[config.mk]
export PLATFORM = sky130hd
export DESIGN_NAME = load_store_sequencer
export DESIGN_NICKNAME = d
export VERILOG_FILES = /design/src/rtl/load_store_sequencer_pkg.sv /design/src/rtl/load_store_align.sv /design/src/rtl/load_store_sequencer.sv
export SDC_FILE = /design/constraint.sdc
export NUM_CORES = 1
export LEC_CHECK = 0
export CORE_MARGIN = 5
export CORE_UTILIZATION = 35
export DETAILED_ROUTE_END_ITERATION = 12
export PLACE_DENSITY_LB_ADDON = 0.3
export SYNTH_ARGS = -nofsm -noshare
export SYNTH_HDL_FRONTEND = slang
export SYNTH_SLANG_ARGS = --single-unit
[constraint.sdc]
create_clock -name iCLOCK -period 3.4 [get_ports iCLOCK]
set_clock_uncertainty 0.2 [all_clocks]
set_input_delay 0.68 -clock iCLOCK [delete_from_list [all_inputs] [get_ports iCLOCK]]
set_output_delay 0.68 -clock iCLOCK [all_outputs]
set_load 0.005 [all_outputs]
[src/rtl/load_store_sequencer_pkg.sv]
// Shared types and constants for the load/store sequencer: FSM state
// encodings, access-order and load-mask codes, the latched request record
// and the fault classification used when a request is accepted.
package load_store_sequencer_pkg;

  typedef enum logic [2:0] {
    LDSQ_IDLE  = 3'd0,
    LDSQ_REQ   = 3'd1,
    LDSQ_WAIT  = 3'd2,
    LDSQ_ACK   = 3'd3,
    LDSQ_FAULT = 3'd4,
    LDSQ_DRAIN = 3'd5
  } ldsq_state_e;

  localparam logic [1:0] ORDER_BYTE = 2'd0;
  localparam logic [1:0] ORDER_HALF = 2'd1;
  localparam logic [1:0] ORDER_WORD = 2'd2;
  localparam logic [1:0] ORDER_RSVD = 2'd3;

  localparam logic [1:0] LOAD_MASK_8  = 2'd0;
  localparam logic [1:0] LOAD_MASK_16 = 2'd1;
  localparam logic [1:0] LOAD_MASK_32 = 2'd2;

  // Request fields still needed after the memory port has taken its copy.
  typedef struct packed {
    logic        rw;
    logic [1:0]  load_shift;
    logic [1:0]  load_mask;
    logic        spr_valid;
    logic [31:0] spr;
    logic [4:0]  dest;
  } ldsq_req_t;

  // Reserved order always faults; misalignment only when checking is enabled.
  function automatic logic ldsq_is_fault(input logic [1:0] order,
                                         input logic [1:0] addr_lo,
                                         input logic       align_check);
    logic misaligned;
    misaligned = ((order == ORDER_HALF) && addr_lo[0]) ||
                 ((order == ORDER_WORD) && (addr_lo != 2'b00));
    return (order == ORDER_RSVD) || (align_check && misaligned);
  endfunction

endpackage

[src/rtl/load_store_align.sv]
// Combinational lane logic: byte enables and lane-replicated store data for
// an outgoing request, and shift/zero-extend of returning load data.
module load_store_align
  import load_store_sequencer_pkg::*;
(
  input  logic [1:0]  order,
  input  logic [1:0]  addr_lo,
  input  logic [31:0] st_data_in,
  input  logic [31:0] ld_raw,
  input  logic [1:0]  ld_shift,
  input  logic [1:0]  ld_mask,
  output logic [3:0]  byte_en,
  output logic [31:0] st_data,
  output logic [31:0] ld_data
);

  logic [31:0] ld_shifted;

  // Byte enables and store replication from access order and low address bits.
  always_comb begin
    byte_en = 4'b0000;
    st_data = 32'h0;
    case (order)
      ORDER_BYTE: begin
        byte_en = 4'b0001 << addr_lo;
        st_data = {4{st_data_in[7:0]}};
      end
      ORDER_HALF: begin
        byte_en = 4'b0011 << {addr_lo[1], 1'b0};
        st_data = {2{st_data_in[15:0]}};
      end
      ORDER_WORD: begin
        byte_en = 4'b1111;
        st_data = st_data_in;
      end
      default: begin
        byte_en = 4'b0000;
        st_data = 32'h0;
      end
    endcase
  end

  // Load data: shift the addressed byte down to lane 0, then zero-extend.
  always_comb begin
    ld_shifted = ld_raw >> {ld_shift, 3'b000};
    case (ld_mask)
      LOAD_MASK_8:  ld_data = {24'h0, ld_shifted[7:0]};
      LOAD_MASK_16: ld_data = {16'h0, ld_shifted[15:0]};
      default:      ld_data = ld_shifted;
    endcase
  end

endmodule

[src/rtl/load_store_sequencer.sv]
// One-at-a-time load/store sequencer between the execution stage and the
// data-memory port. Holds a request until memory takes it, waits for load
// data, and returns a single writeback beat with data, SPR update and fault.
//
// Handshakes: the execution stage hands over a request in any cycle where
// iEXE_VALID=1 and oEXE_BUSY=0 (ignored if iFLUSH=1). Memory takes the
// request in any cycle where oMEM_REQ=1 and iMEM_BUSY=0; oMEM_* stay stable
// until then. Load data is taken in the cycle iMEM_VALID=1 while waiting.
// oWB_VALID is a one-cycle beat with no back-pressure.
module load_store_sequencer
  import load_store_sequencer_pkg::*;
#(
  parameter bit P_ALIGN_CHECK = 1'b1
) (
  input  logic        iCLOCK,
  input  logic        inRESET,
  input  logic        iFLUSH,
  input  logic        iEXE_VALID,
  output logic        oEXE_BUSY,
  input  logic        iEXE_RW,
  input  logic [31:0] iEXE_ADDR,
  input  logic [31:0] iEXE_DATA,
  input  logic [1:0]  iEXE_ORDER,
  input  logic [1:0]  iEXE_LOAD_SHIFT,
  input  logic [1:0]  iEXE_LOAD_MASK,
  input  logic        iEXE_SPR_VALID,
  input  logic [31:0] iEXE_SPR,
  input  logic [4:0]  iEXE_DEST,
  output logic        oMEM_REQ,
  input  logic        iMEM_BUSY,
  output logic        oMEM_RW,
  output logic [31:0] oMEM_ADDR,
  output logic [3:0]  oMEM_MASK,
  output logic [31:0] oMEM_DATA,
  input  logic        iMEM_VALID,
  input  logic [31:0] iMEM_DATA,
  output logic        oWB_VALID,
  output logic [4:0]  oWB_DEST,
  output logic [31:0] oWB_DATA,
  output logic        oWB_SPR_VALID,
  output logic [31:0] oWB_SPR,
  output logic        oWB_FAULT,
  output ldsq_state_e oDBG_STATE
);

  ldsq_state_e state_q, state_d;
  ldsq_req_t   req_q, req_d;
  logic        mem_req_q, mem_req_d, mem_rw_q, mem_rw_d;
  logic [31:0] mem_addr_q, mem_addr_d, mem_data_q, mem_data_d;
  logic [3:0]  mem_mask_q, mem_mask_d;
  logic        wb_valid_q, wb_valid_d, wb_spr_valid_q, wb_spr_valid_d;
  logic        wb_fault_q, wb_fault_d;
  logic [4:0]  wb_dest_q, wb_dest_d;
  logic [31:0] wb_data_q, wb_data_d, wb_spr_q, wb_spr_d;

  logic        accept, fault_in;
  logic [3:0]  al_byte_en;
  logic [31:0] al_st_data, al_ld_data;

  load_store_align u_align (
    .order      (iEXE_ORDER),
    .addr_lo    (iEXE_ADDR[1:0]),
    .st_data_in (iEXE_DATA),
    .ld_raw     (iMEM_DATA),
    .ld_shift   (req_q.load_shift),
    .ld_mask    (req_q.load_mask),
    .byte_en    (al_byte_en),
    .st_data    (al_st_data),
    .ld_data    (al_ld_data)
  );

  assign accept   = iEXE_VALID && (state_q == LDSQ_IDLE) && !iFLUSH;
  assign fault_in = ldsq_is_fault(iEXE_ORDER, iEXE_ADDR[1:0], P_ALIGN_CHECK);

  // Next-state, memory-port and writeback-beat computation.
  always_comb begin
    state_d        = state_q;
    req_d          = req_q;
    mem_req_d      = mem_req_q;
    mem_rw_d       = mem_rw_q;
    mem_addr_d     = mem_addr_q;
    mem_mask_d     = mem_mask_q;
    mem_data_d     = mem_data_q;
    wb_valid_d     = 1'b0;
    wb_spr_valid_d = 1'b0;
    wb_fault_d     = 1'b0;
    wb_dest_d      = 5'h0;
    wb_data_d      = 32'h0;
    wb_spr_d       = 32'h0;
    case (state_q)
      LDSQ_IDLE: begin
        if (accept) begin
          req_d = '{rw: iEXE_RW, load_shift: iEXE_LOAD_SHIFT, load_mask: iEXE_LOAD_MASK,
                    spr_valid: iEXE_SPR_VALID, spr: iEXE_SPR, dest: iEXE_DEST};
          if (fault_in) begin
            state_d    = LDSQ_FAULT;
            wb_valid_d = 1'b1;
            wb_fault_d = 1'b1;
            wb_dest_d  = iEXE_DEST;
            wb_spr_d   = iEXE_SPR;
          end else begin
            state_d    = LDSQ_REQ;
            mem_req_d  = 1'b1;
            mem_rw_d   = iEXE_RW;
            mem_addr_d = {iEXE_ADDR[31:2], 2'b00};
            mem_mask_d = al_byte_en;
            mem_data_d = al_st_data;
          end
        end
      end
      LDSQ_REQ: begin
        if (!iMEM_BUSY || iFLUSH) begin
          mem_req_d  = 1'b0;
          mem_rw_d   = 1'b0;
          mem_addr_d = 32'h0;
          mem_mask_d = 4'h0;
          mem_data_d = 32'h0;
        end
        if (iFLUSH) begin
          // A load memory already took still owes a data beat; absorb it.
          if (!iMEM_BUSY && !req_q.rw) state_d = LDSQ_DRAIN;
          else                         state_d = LDSQ_IDLE;
        end else if (!iMEM_BUSY) begin
          if (req_q.rw) begin
            state_d        = LDSQ_ACK;
            wb_valid_d     = 1'b1;
            wb_dest_d      = req_q.dest;
            wb_spr_valid_d = req_q.spr_valid;
            wb_spr_d       = req_q.spr;
          end else begin
            state_d = LDSQ_WAIT;
          end
        end
      end
      LDSQ_WAIT: begin
        if (iMEM_VALID) begin
          if (iFLUSH) begin
            state_d = LDSQ_IDLE;
          end else begin
            state_d        = LDSQ_ACK;
            wb_valid_d     = 1'b1;
            wb_dest_d      = req_q.dest;
            wb_data_d      = al_ld_data;
            wb_spr_valid_d = req_q.spr_valid;
            wb_spr_d       = req_q.spr;
          end
        end else if (iFLUSH) begin
          state_d = LDSQ_DRAIN;
        end
      end
      LDSQ_ACK, LDSQ_FAULT: state_d = LDSQ_IDLE;
      LDSQ_DRAIN: if (iMEM_VALID) state_d = LDSQ_IDLE;
      default: state_d = LDSQ_IDLE;
    endcase
  end

  // State and registered outputs, synchronous active-low reset.
  always_ff @(posedge iCLOCK) begin
    if (!inRESET) begin
      state_q        <= LDSQ_IDLE;
      req_q          <= '0;
      mem_req_q      <= 1'b0;
      mem_rw_q       <= 1'b0;
      mem_addr_q     <= 32'h0;
      mem_mask_q     <= 4'h0;
      mem_data_q     <= 32'h0;
      wb_valid_q     <= 1'b0;
      wb_spr_valid_q <= 1'b0;
      wb_fault_q     <= 1'b0;
      wb_dest_q      <= 5'h0;
      wb_data_q      <= 32'h0;
      wb_spr_q       <= 32'h0;
    end else begin
      state_q        <= state_d;
      req_q          <= req_d;
      mem_req_q      <= mem_req_d;
      mem_rw_q       <= mem_rw_d;
      mem_addr_q     <= mem_addr_d;
      mem_mask_q     <= mem_mask_d;
      mem_data_q     <= mem_data_d;
      wb_valid_q     <= wb_valid_d;
      wb_spr_valid_q <= wb_spr_valid_d;
      wb_fault_q     <= wb_fault_d;
      wb_dest_q      <= wb_dest_d;
      wb_data_q      <= wb_data_d;
      wb_spr_q       <= wb_spr_d;
    end
  end

  assign oEXE_BUSY     = (state_q != LDSQ_IDLE);
  assign oMEM_REQ      = mem_req_q;
  assign oMEM_RW       = mem_rw_q;
  assign oMEM_ADDR     = mem_addr_q;
  assign oMEM_MASK     = mem_mask_q;
  assign oMEM_DATA     = mem_data_q;
  // A flush landing on the beat cycle kills the already-registered beat.
  assign oWB_VALID     = wb_valid_q && !iFLUSH;
  assign oWB_SPR_VALID = wb_spr_valid_q && !iFLUSH;
  assign oWB_FAULT     = wb_fault_q;
  assign oWB_DEST      = wb_dest_q;
  assign oWB_DATA      = wb_data_q;
  assign oWB_SPR       = wb_spr_q;
  assign oDBG_STATE    = state_q;

endmodule

Word-level counts from Yosys, hierarchy flattened. Index checks and enable logic that the tools add are counted.

Flip-flop bits (word level): 188. Output and inout port bits: 146. Logic and storage cells: 123.

Eq/ne operators: 13. Shift-type cells: 3. Mux-type cells: 62. Bitwise gates (word level): 3. Reduce and logical (&&, ||, !) cells: 24.

Operators by type and width (number): two-way mux 32 bit (12); case mux 32 bit (2 select lines) (3); case mux 32 bit (3 select lines) (2); two-way mux 5 bit (7); >> shifter 32 x 5 -> 32 bit (1); two-way mux 3 bit (8); two-way mux 1 bit (18); case mux 5 bit (3 select lines) (1); two-way mux 4 bit (3); case mux 3 bit (4 select lines) (1); case mux 4 bit (3 select lines) (1); inequality test 2 bit, second input constant (4); case mux 4 bit (2 select lines) (1); AND reduction 4 bit (2); logical AND 1 bit (7); inequality test 3 bit, second input constant (2); case mux 1 bit (2 select lines) (3); equality test 2 x 1 -> 1 bit, second input constant (2); equality test 2 bit, second input constant (2); logical NOT 2 bit (2); AND reduction 2 bit (2); nonzero test 2 bit (2); OR reduction 4 bit (1); << shifter 1 x 2 -> 4 bit, first input constant (1); other kinds (11) (17).

Depth between registers and ports, before layout. Gate-level depths: netlist of the first run.

Depth in word-level cells: 7. Gate-level depth with buffers: 7. Mapped depth without buffers: 5.

Hierarchy. Synthesis of the first run repeated with hierarchy kept, for this count alone.

Cells, all modules: 900. Area total of the unflattened synthesis: 7863.8 um^2.

Modules (own cells, without submodules): load_store_sequencer (times used 1, cells an instance 740, area an instance 6747.7 um^2, seq. area each 3723.6 um^2); load_store_align (times used 1, cells an instance 160, area an instance 1116.1 um^2, seq. area each 0.0 um^2).

Worst setup path before layout of the first run. Ideal clock, no wire load.

Kind: input -> register. From: input iEXE_ORDER[0]. To: register mem_mask_q[0] (netlist: oMEM_MASK[0]). Library setup time: 0.070 ns. Arrival time: 1.971 ns. Required time: 3.130 ns. Setup slack: 1.159 ns. Stages: 6. Path buffers: 2. Cell sequence: buf_6 > or3_4 > a211oi_4 > buf_6 > o2111ai_1 > a21boi_1.

Word-level cells in the longest chain between the ends: 6. Elaborated cells on any way between the ends: 14. Those cells by class: 4 x eq/ne; 4 x mux; 6 x reduce/logical.

RTL lines: start, declared (RTL line load_store_sequencer.sv:23) `input logic [1:0] iEXE_ORDER,`; branches (longest 6 deep; another with case mux 4 bit (3 select lines)); end signal, assigned (RTL line load_store_sequencer.sv:179) `mem_mask_q <= mem_mask_d;`; end, declared (RTL line load_store_sequencer.sv:50) `logic [3:0] mem_mask_q, mem_mask_d;`.

Several ways; the timed one is not identified. The select of a mux whose other input is x is not followed. A chain may end at the register's enable or synchronous reset.

Final worst setup path of the first run.
From: input iFLUSH. To: output oWB_SPR_VALID.

Word-level cells in the longest chain between the ends: 2.

RTL lines: start, declared (RTL line load_store_sequencer.sv:17) `input logic iFLUSH,`; logical NOT 1 bit (RTL line load_store_sequencer.sv:198) `assign oWB_SPR_VALID = wb_spr_valid_q && !iFLUSH;`; logical AND 1 bit (RTL line load_store_sequencer.sv:198); end, declared (RTL line load_store_sequencer.sv:40) `output logic oWB_SPR_VALID,`.

Every way passes these cells.

==> results of run 1 <==
[cell usage in the layout, fill, tap and decap left out, types with 8 or more instances in the layout]
cell	count
clkdlybuf4s50_1	289
dfxtp_1	186
nand2_1	132
nor2_1	75
nand3_1	69
a21boi_0	62
a21boi_1	41
a32oi_1	39
nor2b_1	30
mux2i_1	24
a21oi_1	19
clkbuf_16	17
a211oi_1	16
o2bb2ai_1	16
buf_4	15
o21a_1	10
and3_1	9
nand4_1	9
and2_1	8
[worst max-delay path, stage by stage]
cell             delay, ns
clkdlybuf4s50_1       0.55
nor2b_1               0.17
clkdlybuf4s50_1       0.51
[registers in the layout, indices dropped and copies added, names as in the netlist, 3 cells and up]
name / count
req_q: 43
oMEM_ADDR: 30
oDBG_STATE: 3
oMEM_MASK: 4
oWB_DEST: 5
oMEM_DATA: 32
oWB_DATA: 32
oWB_SPR: 32
[cell type report]
cell class                 count  area (um^2)
tap                          280        350.3
timing repair buffer         309         3105
fill                        2027        10330
multi-input combinational    592         3555
antenna                        2        5.005
clock buffer                  18        429.2
sequential                   186         3724
clock inverter                14        173.9
inverter                       4        15.01
[stage by stage]
stage / utilization (%) / hold slack [ns] / instances / instance area, um^2 / total power (W)
3_3_place_gp: 49.56 / 0.2403 / 1371 / 10750 / 0.003009
4_1_cts: 52.34 / 0.2542 / 1403 / 11350 / 0.005046
6_report: 52.37 / 0.2498 / 1405 / 11360 / 0.004984
5_1_grt: 52.37 / 0.2585 / 1405 / 11360 / 0.005211
3_5_place_dp: 49.56 / 0.2446 / 1371 / 10750 / 0.003015
2_1_floorplan: - / 0.2347 / 864 / 7657 / 0.002643
[final timing paths]
kind                       from             end  slack [ns]
hold / removal        req_q[37]  wb_spr_valid_q        0.25
hold reg to reg       req_q[37]  wb_spr_valid_q        0.25
setup reg to reg  oDBG_STATE[0]   oMEM_DATA[19]        0.96
setup / recovery         iFLUSH   oWB_SPR_VALID        0.60
[power by group through the flow]
stage / Combinational, W / Sequential (W) / Clock [W]
detailed placement: 0.000676 / 0.00234 / 0
CTS: 0.000679 / 0.00229 / 0.00208
finish: 0.000675 / 0.00229 / 0.00202
global route: 0.000734 / 0.00230 / 0.00218
global placement: 0.000672 / 0.00234 / 0
floorplan: 0.000317 / 0.00233 / 0
[per-layer routing]
layer | part of all wire [%] | GRT usage (%)
met1 | 41 | 23.78
met5 | 0 | 0
met3 | 8.5 | 6.506
met4 | 2.1 | 6.841
met2 | 48 | 31.41
[logic make-up after synthesis]
kind of cell,Yosys count
mux,24
buf+inv,86
simple gates,347
compound gates,219
other cells,1
flops,186
==> summary.txt, run 1 <==
Clock network
  – H-tree depth: 4
  – Worst skew pair latency: 0.43 ns
  – CTS tree: built
  – Root Driver: clkbuf_16
  – Clock transition at path regs: 0.08 ns
  – CTS Sinks: 186
  – CTS resizes: 0
  – Total CTS buffers: 17
  – # Post-CTS Setup Buffers: 0
  – CTS Hold Bufs: 0
  – Longest Clk Path Bufs: 2

Yosys
  – Synth cell types: 43
  – Area contributors post-synth: dfxtp_1 (49%), nand2_1 (6.5%), a21boi_0 (6.1%), nand3_1 (4.5%), a32oi_1 (4.5%)
  – Synthesis-stage register bit count: ~190
  – Sequential share of the synthesized area: between 40 and 50%
  – Cell count after synthesis: 863
  – Mux cell area share after synthesis: 3.139%
  – Adder-cell share of the synthesized area: 0%
  – Complex-gate fraction of the synthesized area: 22.00%
  – Syn_area_per_cell: 8.869 um^2
  – Largest area contributor in the netlist: dfxtp_1
  – Synth async-reset ratio: 0%
  – Post-Synth Simple-Gate Area: about a fifth
  – Most used DFF post-synth: dfxtp_1
  – Top cells by count, synth: dfxtp_1 (186), nand2_1 (132), nor2_1 (76)
  – Most common cell in the synthesized netlist: dfxtp_1
  – Largest family of logic cells by synthesized area: compound AO/OA/AOI/OAI gates
  – Synth warn: 0
  – EDFF count, synth: 0
  – Xor-xnor portion of the synthesized cell area: 0%
  – Cell area after synthesis: about 7700 um^2
  – Top-area cell type share of the netlist area: 48.65%

Timing
  – Fmax: 0.3569 GHz
  – Slew HR: between 20 and 30%
  – Fin. max-slew vios: 0
  – Final setup viols: 0
  – Final Hold Fails: 0
  – Crit path time final: 2.802 ns
  – Total negative slack: 0 ns
  – Worst-margin pin slew: between 1 and 1.5 ns
  – Period Utilization, post-route: between 80% and 90%
  – RSZ-0062 raised after global routing: no
  – Final worst slack: about 0.60 ns

Die
  – Core area: 21690 um^2
  – Die width: 157.9 um
  – Chip height: about 160 um
  – Initial Util: a little over a third
  – # rows: 54
  – Die area: roughly 25000 um^2
  – IO Count: 293

Drt
  – Via count: 7133
  – Number of antenna-violating nets in the routed design: 0
  – Routed wire length: 24890 um
  – Drt drc: 0
  – Routed len/inst: between 15 and 20 um
  – Drt initial violations: ~340
  – Via density: 5.077
  – Drt first pass iters: 5

Power and ir drop
  – Sequential power share: 45.9%
  – Static leakage: 3.955 nW
  – Comb power frac: 13.5%
  – Clock power frac: 40.5%
  – Switch share: between 20% and 30%
  – VDD IR max: between 0.3 and 0.4 mV
  – Internal Power: roughly 0.0037 W
  – Sw Pwr: 0.001325 W
  – P per Cell Area: 438.9 nW/um^2

GRT
  – Global Route Usage Sum: approximately 19%
  – First-pass GRT wire length: 38030 um
  – Vias in the first global route: between 6k and 7k
  – Largest net degree at the start of global routing: 116
  – Initial antenna violation count: 2
  – Total gr overflow: 0

Worst setup path
  – Worst reg2reg path depth: 6
  – CP Capture Type: primary output
  – Crit Path Category: primary input to primary output
  – Req. time, crit path: 2.52 ns
  – Worst Path Arrival: 1.92 ns
  – Crit path launch type: primary input
  – Worst Path Max Fanout: 6

Job
  – Number of max-cap violations: 0

Place
  – GPL Wtd Cong: 0.8472
  – DP HPWL: 17120 um
  – Port bufs: 290
  – Setup WS pre-CTS: 0.4399 ns

Min path
  – Hold WC Path Type: flip-flop to flip-flop
  – Hold depth: 1

Cells and area
  – Syn-to-layout area delta: 48.39%
  – Layout cells sized above 1: under 10%
  – Nets: about 1.3k

Outcome
  – Status: finished clean
Power figures use the tool's default switching activity.
==> run 2: changes to the inputs <==
clock period = 2.5 ns   (was 3.4 ns; I/O delays follow)
==> summary.txt, run 2 (same netlist as run 1, synthesis figures left out) <==
Drt
  – Routed wire length: 24710 um (-0.76%)
  – Number of antenna-violating nets in the routed design: 0 (unchanged)
  – Via count: 7246 (+1.6%)
  – Drt initial violations: 467 (+38%)
  – Drt drc: 0 (unchanged)
  – Drt first pass iters: 5 (unchanged)
  – Routed len/inst: 17.30 um (-2.4%)
  – Via density: 5.074 (about the same)

Worst setup path
  – CP Buf/Inv Count: 2 (unchanged)
  – Crit Path Category: primary input to primary output
  – Critical path depth: 3 (unchanged)
  – Worst reg2reg path depth: 5 (-1)
  – CP max-delay cell: clkdlybuf4s50_1
  – Req. time, crit path: 1.80 ns (-0.72 ns)
  – Slowest stage delay, CP: 0.53 ns (-0.02 ns)
  – CP Cell Sequence: clkdlybuf4s50_1, nor2b_2, clkdlybuf4s50_1
  – Critical path origin: iFLUSH
  – Setup crit end: oWB_SPR_VALID
  – Worst Path Max Fanout: 5 (-1)
  – Worst r2r src: oDBG_STATE[0]
  – CP Capture Type: primary output
  – Top cell by count, worst path: clkdlybuf4s50_1
  – FF-to-FF End: oMEM_DATA[11]
  – Top Family by Delay on Critical Path: buffers and inverters
  – Crit path launch type: primary input
  – R2R setup slack: 0.62 ns (-0.34 ns)
  – Worst Path Arrival: 1.76 ns (-0.16 ns)

Clock network
  – Worst skew pair latency: 0.42 ns (about the same)
  – Longest Clk Path Bufs: 2 (unchanged)
  – Clock transition at path regs: 0.07 ns (about the same)
  – CTS Sinks: 186 (unchanged)
  – Root Driver: clkbuf_16
  – H-tree depth: 4 (unchanged)
  – CTS Hold Bufs: 0 (unchanged)
  – CTS tree: built
  – # Post-CTS Setup Buffers: 0 (unchanged)
  – Total CTS buffers: 17 (unchanged)

Timing
  – Final setup viols: 0 (unchanged)
  – Crit path time final: 2.464 ns
  – Period Utilization, post-route: a little over nine tenths
  – Fmax: 0.4059 GHz
  – Total negative slack: 0 ns (unchanged)
  – Fin. max-slew vios: 0 (unchanged)
  – RSZ-0062 raised after global routing: no
  – Worst-margin pin slew: 0.9997 ns (-0.05353 ns)
  – Slew HR: 33.20% (+3.4 points)
  – Final Hold Fails: 0 (unchanged)

Cells and area
  – Syn-to-layout area delta: 52.30%
  – Filler Cells Inserted: 1979 (-2.4%)
  – Most frequent cells in the layout: clkdlybuf4s50_1 (289), dfxtp_1 (184), nand2_1 (132), nor2_1 (75), nand3_1 (69)
  – Most common cell after layout, fill and taps aside: clkdlybuf4s50_1
  – Nets: 1280 (+1.8%)
  – Biggest register: req_q
  – Layout cells sized above 1: 7.592% (+2.2 points)
  – Max reg flops: 43 (unchanged)

Place
  – DP HPWL: 17690 um (+3.3%)
  – Port bufs: 290 (unchanged)
  – GPL Wtd Cong: 0.8523 (+0.60%)

Die
  – Die area: 24920 um^2 (unchanged)
  – IO Count: 293 (unchanged)
  – Die width: 157.9 um (unchanged)
  – # rows: 54 (unchanged)
  – Core area: 21690 um^2 (unchanged)
  – Chip height: 157.9 um (unchanged)
  – Initial Util: 35.29% (unchanged)

Power and ir drop
  – Internal Power: 0.004940 W (+35%)
  – Clock power frac: 39.9% (-0.6 points)
  – P per Cell Area: 581.1 nW/um^2 (+32%)
  – VDD IR max: 0.4008 mV (+14%)
  – Total chip power: 0.006773 W (+36%)
  – Comb power frac: 14.4% (+0.9 points)
  – Static leakage: 4.106 nW (+3.8%)
  – Sw Pwr: 0.001833 W (+38%)
  – Switch share: 27.06% (+0.48 points)
  – Sequential power share: 45.8% (about the same)

GRT
  – Total gr overflow: 0 (unchanged)
  – Global Route Usage Sum: 18.99% (-0.27 points)
  – First-pass GRT wire length: 37440 um (-1.6%)
  – Vias in the first global route: 6849 (-1.4%)
  – Largest net degree at the start of global routing: 59 (-49%)
  – Initial antenna violation count: 1 (-1)

Min path
  – Hold WC Path Type: flip-flop to flip-flop

Outcome
  – Status: finished clean

Job
  – Number of max-cap violations: 0 (unchanged)
==> run 2: cell types whose count changed in the layout (fill, tap and decap cells not counted), sizes merged <==
cell,previous run,this run
buf,20,43
bufinv,1,0
clkinv,6,5
clkinvlp,1,0
inv,10,13
==> run 2: through the flow <==
stage	cell area [um^2]	worst slack (ns)	std cells	hold slack (ns)	util (%)
after floorplan	7657	0.4391	864	0.2347	-
after global placement	11050	-0.1273	1394	0.2399	50.93
after global routing	11650	0.00008626	1427	0.2654	53.73
final	11660	0.03647	1428	0.2540	53.74
after CTS	11650	0.01478	1426	0.2541	53.72
after detailed placement	11050	-0.1912	1394	0.2444	50.93
==> run 2: how the worst min path moves through the flow <==
stage	from	end	slack [ns]	depth (start not counted)
after floorplan	req_q[27]	req_q[27]	0.23	2
after global placement	req_q[31]	req_q[31]	0.24	2
after detailed placement	req_q[34]	req_q[34]	0.24	2
after CTS	req_q[34]	req_q[34]	0.25	2
after global routing	req_q[37]	wb_spr_valid_q	0.27	1
final	req_q[34]	req_q[34]	0.25	2
==> run 2: cell type report <==
cell class / count / area (um^2) / area share [%]
Multi-Input combinational cell: 592 / 3560 / 30.54
Timing Repair Buffer: 332 / 3403 / 29.20
Sequential cell: 186 / 3726 / 31.97
Tap cell: 280 / 350.3 / 3.006
Clock buffer: 18 / 429.2 / 3.682
Inverter: 4 / 15.01 / 0.1288
Clock inverter: 14 / 167.7 / 1.438
Antenna cell: 2 / 5.005 / 0.04294
==> run 2: worst min-delay path: cells and delay by family, from the launching register on <==
kind            cells  cell delay (ns)
simple gates        1             0.05
flops               1             0.31
compound gates      1             0.05
==> run 2: routing by layer <==
layer	GRT usage, %	up-vias	wire (um)
met2	31.46	257	11740
met3	6.807	32	2164
met1	23.04	3389	10240
li1	-	3568	-
met4	6.186	0	561
met5	0	-	0
==> run 2: what timing repair did <==
action,4_1_cts,5_1_grt
setup endpoints to repair,3,0
gates resized for setup,4,0
endpoints found under the hold margin,0,0
==> run 2: power by group through the flow <==
stage	Clock, W	Sequential [W]	Combinational (W)
2_1_floorplan	0	0.00316	0.000431
5_1_grt	0.00291	0.00311	0.00106
4_1_cts	0.00279	0.00310	0.000983
6_report	0.00270	0.00310	0.000973
3_5_place_dp	0	0.00317	0.000978
3_3_place_gp	0	0.00317	0.000972
==> run 3: changes to the inputs <==
--- a/config.mk
+++ b/config.mk
@@ -7,2 +7,3 @@
 export LEC_CHECK = 0
+export ABC_AREA = 1
 export CORE_MARGIN = 5
@@ -11,2 +12,3 @@
 export PLACE_DENSITY_LB_ADDON = 0.3
+export SKIP_LAST_GASP = 1
 export SYNTH_ARGS = -nofsm -noshare
--- a/constraint.sdc
+++ b/constraint.sdc
@@ -4,2 +4,2 @@
 set_output_delay 0.5 -clock iCLOCK [all_outputs]
-set_load 0.005 [all_outputs]
+set_load 0.05 [all_outputs]
==> summary.txt, run 3 <==
Yosys
  – Sequential share of the synthesized area: 49.60% (+0.95 points)
  – Top-area cell type share of the netlist area: 49.60% (+0.95 points)
  – Syn_area_per_cell: 7.163 um^2 (-19%)
  – Synth cell types: 30 (-30%)
  – Largest area contributor in the netlist: dfxtp_1
  – Cell count after synthesis: 1048 (+21%)
  – Top cells by count, synth: nand2_1 (382), dfxtp_1 (186), a21oi_1 (141)
  – Area contributors post-synth: dfxtp_1 (50%), nand2_1 (19%), a21oi_1 (9.4%), nand3_1 (5.7%), nor2_1 (4.6%)
  – Most used DFF post-synth: dfxtp_1
  – Most common cell in the synthesized netlist: nand2_1
  – EDFF count, synth: 0 (unchanged)
  – Synth warn: 0 (unchanged)
  – Synth async-reset ratio: 0% (unchanged)
  – Synthesis-stage register bit count: 186 (unchanged)
  – Cell area after synthesis: 7507 um^2 (-1.9%)

GRT
  – Largest net degree at the start of global routing: 128 (+120%)
  – Vias in the first global route: 7080 (+3.4%)
  – Total gr overflow: 0 (unchanged)
  – First-pass GRT wire length: 37610 um (+0.44%)
  – Initial antenna violation count: 0 (-1)
  – Global Route Usage Sum: 19.08% (+0.090 points)

Worst setup path
  – Critical path depth: 1 (-2)
  – R2R setup slack: 0.65 ns (+0.03 ns)
  – Top Family by Delay on Critical Path: buffers and inverters
  – Worst Path Max Fanout: 2 (-3)
  – Worst Path Arrival: 1.64 ns (-0.12 ns)
  – Crit Path Category: flip-flop to primary output
  – Req. time, crit path: 1.80 ns (about the same)
  – Slowest stage delay, CP: 0.84 ns (+0.31 ns)
  – Critical path origin: oMEM_RW
  – Worst reg2reg path depth: 7 (+2)
  – Setup crit end: oMEM_RW
  – Worst r2r src: oDBG_STATE[2]
  – CP Cell Sequence: clkdlybuf4s50_1
  – CP Buf/Inv Count: 1 (-1)
  – FF-to-FF End: oWB_DATA[20]
  – CP Capture Type: primary output
  – Crit path launch type: flip-flop
  – CP max-delay cell: clkdlybuf4s50_1

Drt
  – Number of antenna-violating nets in the routed design: 0 (unchanged)
  – Drt first pass iters: 5 (unchanged)
  – Drt drc: 0 (unchanged)
  – Drt initial violations: 363 (-22%)
  – Via density: 4.792 (-5.6%)
  – Via count: 7681 (+6.0%)
  – Routed len/inst: 15.02 um (-13%)
  – Routed wire length: 24070 um (-2.6%)

Timing
  – Final Hold Fails: 0 (unchanged)
  – Crit path time final: 2.335 ns (-0.1285 ns)
  – Period Utilization, post-route: 93.40% (-5.1 points)
  – Fmax: 0.4283 GHz (+5.5%)
  – Worst-margin pin slew: 0.7175 ns (-0.2822 ns)
  – Final setup viols: 0 (unchanged)
  – Fin. max-slew vios: 0 (unchanged)
  – Slew HR: 51.85% (+19 points)
  – Final worst slack: 0.1650 ns (+0.1285 ns)
  – Total negative slack: 0 ns (unchanged)
  – RSZ-0062 raised after global routing: no

Min path
  – Hold WC Path Type: flip-flop to flip-flop

Job
  – Number of max-cap violations: 0 (unchanged)

Power and ir drop
  – VDD IR max: 0.4421 mV (+10%)
  – Comb power frac: 21.0% (+6.6 points)
  – Internal Power: 0.005074 W (+2.7%)
  – P per Cell Area: 660.8 nW/um^2 (+14%)
  – Clock power frac: 36.5% (-3.4 points)
  – Static leakage: 4.431 nW (+7.9%)
  – Sw Pwr: 0.002399 W (+31%)
  – Switch share: 32.10% (+5.0 points)
  – Sequential power share: 42.5% (-3.3 points)

Cells and area
  – Syn-to-layout area delta: 50.63%
  – Nets: 1462 (+14%)
  – Layout cells sized above 1: 6.175% (-1.4 points)
  – Most common cell after layout, fill and taps aside: nand2_1
  – Max reg flops: 43 (unchanged)
  – ANT cells: 0 (-2)
  – Filler Cells Inserted: 2049 (+3.5%)
  – Biggest register: req_q
  – Most frequent cells in the layout: nand2_1 (382), clkdlybuf4s50_1 (284), dfxtp_1 (186), a21oi_1 (141), nor2_1 (92)

Clock network
  – H-tree depth: 4 (unchanged)
  – Root Driver: clkbuf_16
  – Longest Clk Path Bufs: 2 (unchanged)
  – Clock transition at path regs: 0.07 ns (about the same)
  – CTS Sinks: 186 (unchanged)
  – Total CTS buffers: 17 (unchanged)
  – CTS tree: built
  – CTS Hold Bufs: 0 (unchanged)
  – CTS resizes: 0 (-4)
  – Worst skew pair latency: 0.42 ns (about the same)
  – # Post-CTS Setup Buffers: 0 (unchanged)

Place
  – Port bufs: 290 (unchanged)
  – Setup WS pre-CTS: 0.1261 ns (+0.3172 ns)
  – GPL Wtd Cong: 0.8340 (-2.1%)
  – DP HPWL: 17070 um (-3.5%)

Outcome
  – Status: finished clean

Die
  – Core area: 21090 um^2 (-2.8%)
  – Initial Util: 35.60% (+0.31 points)
  – # rows: 53 (-1.9%)
  – IO Count: 293 (unchanged)
  – Die width: 156.5 um (-0.90%)
  – Chip height: 156.5 um (-0.90%)
  – Die area: 24480 um^2 (-1.8%)
[run 3: area by class of cell]
| class | count | area, um^2 | share of cell area [%] |
|---|---|---|---|
| timing repair buffer | 314 | 3193 | 28.24 |
| sequential | 186 | 3724 | 32.93 |
| inverter | 42 | 160.2 | 1.416 |
| clock inverter | 15 | 190.2 | 1.682 |
| tap | 275 | 344.1 | 3.043 |
| multi-input combinational | 754 | 3272 | 28.93 |
| clock buffer | 17 | 425.4 | 3.762 |
[run 3: worst min-delay path by stage]
stage | cells past startpoint | from | to
after floorplan | 2 | req_q[30] | req_q[30]
after global placement | 2 | req_q[19] | oWB_SPR[14]
after detailed placement | 2 | req_q[31] | req_q[31]
after CTS | 2 | req_q[1] | oWB_DEST[1]
after global routing | 2 | oMEM_DATA[23] | oMEM_DATA[23]
final | 2 | req_q[0] | oWB_DEST[0]
[run 3: cells by family (layout without fill, tap and decap cells)]
family / Yosys count / after routing / share of synthesized area (%)
DFF: 186 / 186 / 49.60
other: 1 / 2 / 0.04995
buffers and inverters: 109 / 388 / 6.867
and+or+nand+nor: 578 / 578 / 31.35
AOI/OAI and AO/OA: 173 / 173 / 12.00
muxes: 1 / 1 / 0.1333
[run 3: power groups by stage]
stage                     combinational, W  clock (W)  sequential [W]
after global routing               0.00170    0.00298         0.00319
final                              0.00157    0.00273         0.00317
after CTS                          0.00158    0.00282         0.00318
after floorplan                   0.000637          0         0.00355
after global placement             0.00157          0         0.00324
after detailed placement           0.00157          0         0.00324
[run 3: layer usage]
metal / GRT usage [%] / routed length, um / up-vias
met3: 7.909 / 2479 / 21
met2: 31.28 / 11230 / 288
met5: 0 / 0 / -
met4: 4.380 / 318 / 0
li1: - / - / 3884
met1: 23.52 / 10040 / 3488
[run 3: stage by stage]
step / power [W] / utilization (%) / hold slack [ns] / cells / cell area, um^2
detailed placement: 0.004818 / 50.71 / 0.2502 / 1571 / 10690
CTS: 0.007580 / 53.63 / 0.2555 / 1603 / 11310
finish: 0.007473 / 53.63 / 0.2554 / 1603 / 11310
global placement: 0.004809 / 50.71 / 0.2440 / 1571 / 10690
global route: 0.007878 / 53.63 / 0.2728 / 1603 / 11310
floorplan: 0.004185 / - / 0.2338 / 1049 / 7511
